<file path="src/rtl/lane_surfer_pkg.sv">
// Shared constants and types for the lane-surfer game datapath.
// Geometry is in pixels; rows grow downward from 0 at the top of the screen.
package lane_surfer_pkg;

    localparam int unsigned N_OBST        = 4;
    localparam int unsigned N_LANES       = 3;
    localparam logic [6:0]  PLAYER_Y      = 7'd100;
    localparam int unsigned PLAYER_H      = 8;
    localparam int unsigned OBST_H        = 8;
    localparam int unsigned INVULN_FRAMES = 60;

    typedef enum logic [1:0] {
        S_IDLE,
        S_SCAN,
        S_REPORT
    } state_t;

    function automatic logic lane_valid(input logic [1:0] lane);
        return 32'(lane) < N_LANES;
    endfunction

endpackage

</file>
<file path="src/rtl/obstacle_overlap.sv">
// Combinational hit test for one obstacle slot against the player box.
// Sums are widened to 8 bits so an obstacle near row 127 cannot wrap into the player.
module obstacle_overlap #(
    parameter logic [6:0]  PLAYER_Y = lane_surfer_pkg::PLAYER_Y,
    parameter int unsigned PLAYER_H = lane_surfer_pkg::PLAYER_H,
    parameter int unsigned OBST_H   = lane_surfer_pkg::OBST_H
) (
    input  logic       i_active,
    input  logic [1:0] i_obst_lane,
    input  logic [6:0] i_obst_y,
    input  logic [1:0] i_player_lane,
    output logic       o_hit
);
    import lane_surfer_pkg::*;

    logic [7:0] w_obst_top;
    logic [7:0] w_obst_bot;
    logic [7:0] w_player_top;
    logic [7:0] w_player_bot;
    logic       w_same_lane;
    logic       w_vert_overlap;

    assign w_obst_top   = {1'b0, i_obst_y};
    assign w_obst_bot   = w_obst_top + 8'(OBST_H);
    assign w_player_top = {1'b0, PLAYER_Y};
    assign w_player_bot = w_player_top + 8'(PLAYER_H);

    assign w_same_lane    = lane_valid(i_player_lane) && (i_obst_lane == i_player_lane);
    assign w_vert_overlap = (w_obst_bot > w_player_top) && (w_obst_top < w_player_bot);

    assign o_hit = i_active && w_same_lane && w_vert_overlap;

endmodule

</file>
<file path="src/rtl/collision_detector.sv">
// Per-frame obstacle scanner: walks one slot per cycle, reports the first hit
// as a one-cycle pulse and holds off further hits for a number of frames.
module collision_detector #(
    parameter int unsigned N_OBST        = lane_surfer_pkg::N_OBST,
    parameter logic [6:0]  PLAYER_Y      = lane_surfer_pkg::PLAYER_Y,
    parameter int unsigned PLAYER_H      = lane_surfer_pkg::PLAYER_H,
    parameter int unsigned OBST_H        = lane_surfer_pkg::OBST_H,
    parameter int unsigned INVULN_FRAMES = lane_surfer_pkg::INVULN_FRAMES,
    localparam int unsigned IDX_W        = (N_OBST > 1) ? $clog2(N_OBST) : 1
) (
    input  logic                  Clock,
    input  logic                  Resetn,
    input  logic                  i_frame_tick,
    input  logic                  i_game_over,
    input  logic [1:0]            i_player_lane,
    input  logic [N_OBST-1:0]     i_obst_active,
    input  logic [2*N_OBST-1:0]   i_obst_lane,
    input  logic [7*N_OBST-1:0]   i_obst_y,
    output logic                  o_collision,
    output logic [IDX_W-1:0]      o_hit_index,
    output logic                  o_invuln
);
    import lane_surfer_pkg::*;

    localparam int unsigned CNT_W = (INVULN_FRAMES > 0) ? $clog2(INVULN_FRAMES + 1) : 1;

    state_t           r_state;
    state_t           w_next_state;
    logic [IDX_W-1:0] r_slot;
    logic [IDX_W-1:0] r_cand_idx;
    logic             r_cand_valid;
    logic [IDX_W-1:0] r_hit_index;
    logic [1:0]       r_lane;
    logic             r_go_seen;
    logic [CNT_W-1:0] r_invuln_cnt;

    logic             w_slot_active;
    logic [1:0]       w_slot_lane;
    logic [6:0]       w_slot_y;
    logic             w_slot_hit;
    logic             w_idle_tick;
    logic             w_start;
    logic             w_last_slot;
    logic             w_fire;

    always_comb begin
        w_slot_active = 1'b0;
        w_slot_lane   = '0;
        w_slot_y      = '0;
        for (int unsigned i = 0; i < N_OBST; i++) begin
            if (r_slot == IDX_W'(i)) begin
                w_slot_active = i_obst_active[i];
                w_slot_lane   = i_obst_lane[2*i +: 2];
                w_slot_y      = i_obst_y[7*i +: 7];
            end
        end
    end

    obstacle_overlap #(
        .PLAYER_Y (PLAYER_Y),
        .PLAYER_H (PLAYER_H),
        .OBST_H   (OBST_H)
    ) u_overlap (
        .i_active      (w_slot_active),
        .i_obst_lane   (w_slot_lane),
        .i_obst_y      (w_slot_y),
        .i_player_lane (r_lane),
        .o_hit         (w_slot_hit)
    );

    assign w_idle_tick = (r_state == S_IDLE) && i_frame_tick;
    assign w_start     = w_idle_tick && !i_game_over;
    assign w_last_slot = (r_slot == IDX_W'(N_OBST - 1));

    always_ff @(posedge Clock) begin
        if (!Resetn) begin
            r_state <= S_IDLE;
        end else begin
            r_state <= w_next_state;
        end
    end

    always_comb begin
        w_next_state = r_state;
        case (r_state)
            S_IDLE:   if (w_start)     w_next_state = S_SCAN;
            S_SCAN:   if (w_last_slot) w_next_state = S_REPORT;
            S_REPORT:                  w_next_state = S_IDLE;
            default:                   w_next_state = S_IDLE;
        endcase
    end

    // A game_over seen at any point during the scan suppresses this frame's report.
    always_comb begin
        w_fire = 1'b0;
        if (r_state == S_REPORT && r_cand_valid && r_invuln_cnt == '0
            && !i_game_over && !r_go_seen) begin
            w_fire = 1'b1;
        end
    end

    always_ff @(posedge Clock) begin
        if (!Resetn) begin
            r_slot       <= '0;
            r_cand_idx   <= '0;
            r_cand_valid <= 1'b0;
            r_hit_index  <= '0;
            r_lane       <= '0;
            r_go_seen    <= 1'b0;
            r_invuln_cnt <= '0;
        end else begin
            if (w_start) begin
                r_lane       <= i_player_lane;
                r_cand_valid <= 1'b0;
                r_cand_idx   <= '0;
                r_slot       <= '0;
                r_go_seen    <= 1'b0;
            end
            if (w_idle_tick && r_invuln_cnt != '0) begin
                r_invuln_cnt <= r_invuln_cnt - 1'b1;
            end
            if (r_state == S_SCAN) begin
                r_slot <= r_slot + 1'b1;
                if (w_slot_hit && !r_cand_valid) begin
                    r_cand_valid <= 1'b1;
                    r_cand_idx   <= r_slot;
                end
                if (i_game_over) begin
                    r_go_seen <= 1'b1;
                end
            end
            if (w_fire) begin
                r_hit_index  <= r_cand_idx;
                r_invuln_cnt <= CNT_W'(INVULN_FRAMES);
            end
        end
    end

    assign o_collision = w_fire;
    assign o_hit_index = w_fire ? r_cand_idx : r_hit_index;
    assign o_invuln    = (r_invuln_cnt != '0);

endmodule

</file>
<file path="config.mk">
export PLATFORM = sky130hd
export DESIGN_NAME = collision_detector
export DESIGN_NICKNAME = d
export VERILOG_FILES = /design/src/rtl/lane_surfer_pkg.sv /design/src/rtl/obstacle_overlap.sv /design/src/rtl/collision_detector.sv
export SDC_FILE = /design/constraint.sdc
export NUM_CORES = 1
export LEC_CHECK = 0
export ABC_AREA = 1
export CAP_MARGIN = 20
export CORE_ASPECT_RATIO = 1.1
export CORE_MARGIN = 5
export CORE_UTILIZATION = 45
export DETAILED_ROUTE_END_ITERATION = 6
export PLACE_DENSITY = 0.77
export SLEW_MARGIN = 40
export SYNTH_ARGS = -nofsm -noshare
export SYNTH_HDL_FRONTEND = slang
export SYNTH_SLANG_ARGS = --single-unit
</file>
<file path="constraint.sdc">
create_clock -name Clock -period 2.2 [get_ports Clock]
set_input_delay 0.33 -clock Clock [delete_from_list [all_inputs] [get_ports Clock]]
set_output_delay 0.33 -clock Clock [all_outputs]
set_load 0.1 [all_outputs]
</file>
==> impl_metrics.ini <==
[sta]
finClkSkew_ps = 4.22
tightest_slew_ps = 351
fin_crit_sh_pct = 99.2
slew_viol_final = 0
slew_headroom_pct = 76.5
tns_ps = 0
final.min_clock_period_ps = 2180
hold_viol_final = 0
rsz0062_at_grt = true
clock.fmax_mhz = 458
setup_violations = 0

[worst_setup_path]
setup.worst_path.class = reg2out
cp.arrival_ps = 1850
critPathLaunchType = flip-flop
required_ps = 1870
cp_max_fo = 4
critPathCaptureType = output pin

[synth]
syn-num-nets = 272
synthCells = 219
syn_area_mm2 = 0.00139
synth_top_area_share_pct = 25.9
synth_top_area_cell = dfxtp_1
synth_top_cells_by_count = 62 x nand2_1, 28 x inv_1, 23 x a21oi_1
synth_area_leaders = dfxtp_1 26%, nand2_1 17%, a21oi_1 8.3%
synthFlopType = dfxtp_1
yosys_warnings = 0
yosys.cell_types.count = 33
synth-edff-count = 0
ys_seq_area_share_pct = 25.9
ys_ff_latch = 18
synth.most_common_cell = nand2_1
ys_async_sr_fraction_pct = 0
synth.avg_cell_area_um2 = 6.36

[route]
dr_total_vias = 1554
wl_per_cell_um = 12.4
firstDrtPassIters = 4
ant_nets = 0
drcViolationCount = 0
initialDrtViolationCount = 61
routed_wl_um = 3950
vias_per_cell = 4.89

[power]
ir_worst_vdd_mv = 1.41
p_per_area_mw_per_mm2 = 629
leakage_nw = 0.981

[die]
rows = 21
start_util_pct = 46.1
die_w_um = 63.1
core_region_area_mm2 = 0.00302
die_area_mm2 = 0.00431
ios = 50
die_h_um = 68.4

[run_status]
status = completed

[layout]
diodes = 0
layout-drive-gt1-share_pct = 23.9
layout.nets = 338
fillers = 241
fin_area_mm2 = 0.00220
area_growth_pct = 58.2
register_area_um2 = 370
multi_input_area_um2 = 972

[clock_tree]
cts_tree = built
cts_buffers = 3
clk_latency_ps = 290
cts-root-buf = clkbuf_4
cts.sinks = 18
cts_hold_buf = 0
htreeDepth = 1
clock_path_buffers = 2
clkTransAtPathRegs_ps = 100

[grt]
grt_pass1_wl_um = 6490
grt_pass1_vias = 1431
grtUsageTotal_pct = 18.8
grt_start_max_net_pins = 11
grt_overflow = 0
antenna_found_initial = 0

[placed_design]
hpwl_um = 3140
port_buffers = 49
place_congestion = 0.890
dpl_cell_area_mm2 = 0.00204

[job]
drv_cap = 0

[worst_hold_path]
hp-class = reg2reg
[through the flow]
stage / std cells / power (mW) / setup WS, ps / hold WS (ps) / util, %
global route: 318 / 1.50 / -82.8 / 521 / 73.0
finish: 318 / 1.39 / 16.7 / 476 / 73.0
detailed placement: 307 / 1.11 / 21.5 / 474 / 67.4
global placement: 307 / 1.10 / 35.9 / 451 / 67.4
floorplan: 219 / 0.928 / -1130 / 428 / -
CTS: 311 / 1.33 / 6.56 / 489 / 68.8
[final timing paths]
kind | start | endpoint | slack, ps | depth (start not counted)
hold reg to reg | r_invuln_cnt[0] | r_invuln_cnt[0] | 480 | 2
setup reg to reg | r_slot[1] | r_cand_idx[0] | 170 | 15
setup / recovery | r_invuln_cnt[0] | o_hit_index[1] | 20 | 9
hold / removal | r_invuln_cnt[0] | r_invuln_cnt[0] | 480 | 2
[area by class of cell]
type,count,area share (%)
well taps,34,1.93
flip-flops and latches,18,16.8
multi-input cells,164,44.1
repair buffers,66,29.3
clock buffers,4,1.65
inverters,32,6.24
[state kept, by name, summed over array words and instances (netlist names)]
register      count
r_hit_index       2
r_go_seen         1
r_slot            2
r_state           2
r_lane            2
r_cand_valid      1
r_cand_idx        2
r_invuln_cnt      6
[per-layer routing]
| layer | vias to the layer above | GRT usage [%] | wire length, um |
|---|---|---|---|
| met4 | 0 | 6.37 | 78 |
| met2 | 47 | 32.1 | 1860 |
| met3 | 8 | 3.61 | 260 |
| met1 | 667 | 23.9 | 1750 |
| met5 | - | 0 | 0 |
| li1 | 832 | - | - |
[repair_timing]
item                       in CTS  in global routing
resized for setup               2                 21
pin swaps                       1                  9
setup buffers                   0                  7
setup endpoints to repair       2                  5
[worst max-delay path, cell delays in order, from the launching register on]
cell	delay, ps
dfxtp_2	340
inv_2	80
ha_4	150
nand3_4	90
nor4_4	300
buf_4	190
or2_4	120
o21ai_4	60
clkinvlp_4	80
buf_12	160
[where the power goes]
part           switching [mW]  leakage (nW)  internal (mW)  total, mW
logic                   0.444         0.811          0.320      0.763
clock network           0.104        0.0210          0.101      0.205
registers              0.0447         0.149          0.373      0.418
[cells by family after synthesis]
group | Yosys count | share of synthesized area (%)
AO/OA/AOI/OAI | 38 | 15.4
adder cells (fa/ha/maj) | 7 | 6.28
buffers and inverters | 37 | 12.7
flip-flops | 18 | 25.9
AND/OR/NAND/NOR | 119 | 39.8
[placed cells by master, fill, tap and decap left out, drive strengths merged]
cell	netlist	final
ha	7	7
nand2	64	64
a21oi	24	24
nand4	2	2
or2	7	7
o21ai	8	8
nand3b	1	1
clkinvlp	0	2
dfxtp	18	18
a21boi	1	1
nor4	2	2
inv	32	30
a211oi	2	2
or3	1	1
o211ai	2	2
clkbuf	0	4
buf	5	21
nand3	17	17
nor3b	1	1
clkdlybuf4s50	0	45
nor3	1	1
o31ai	1	1
nor2	23	23
Note: power is estimated with default switching activity, not from simulation.
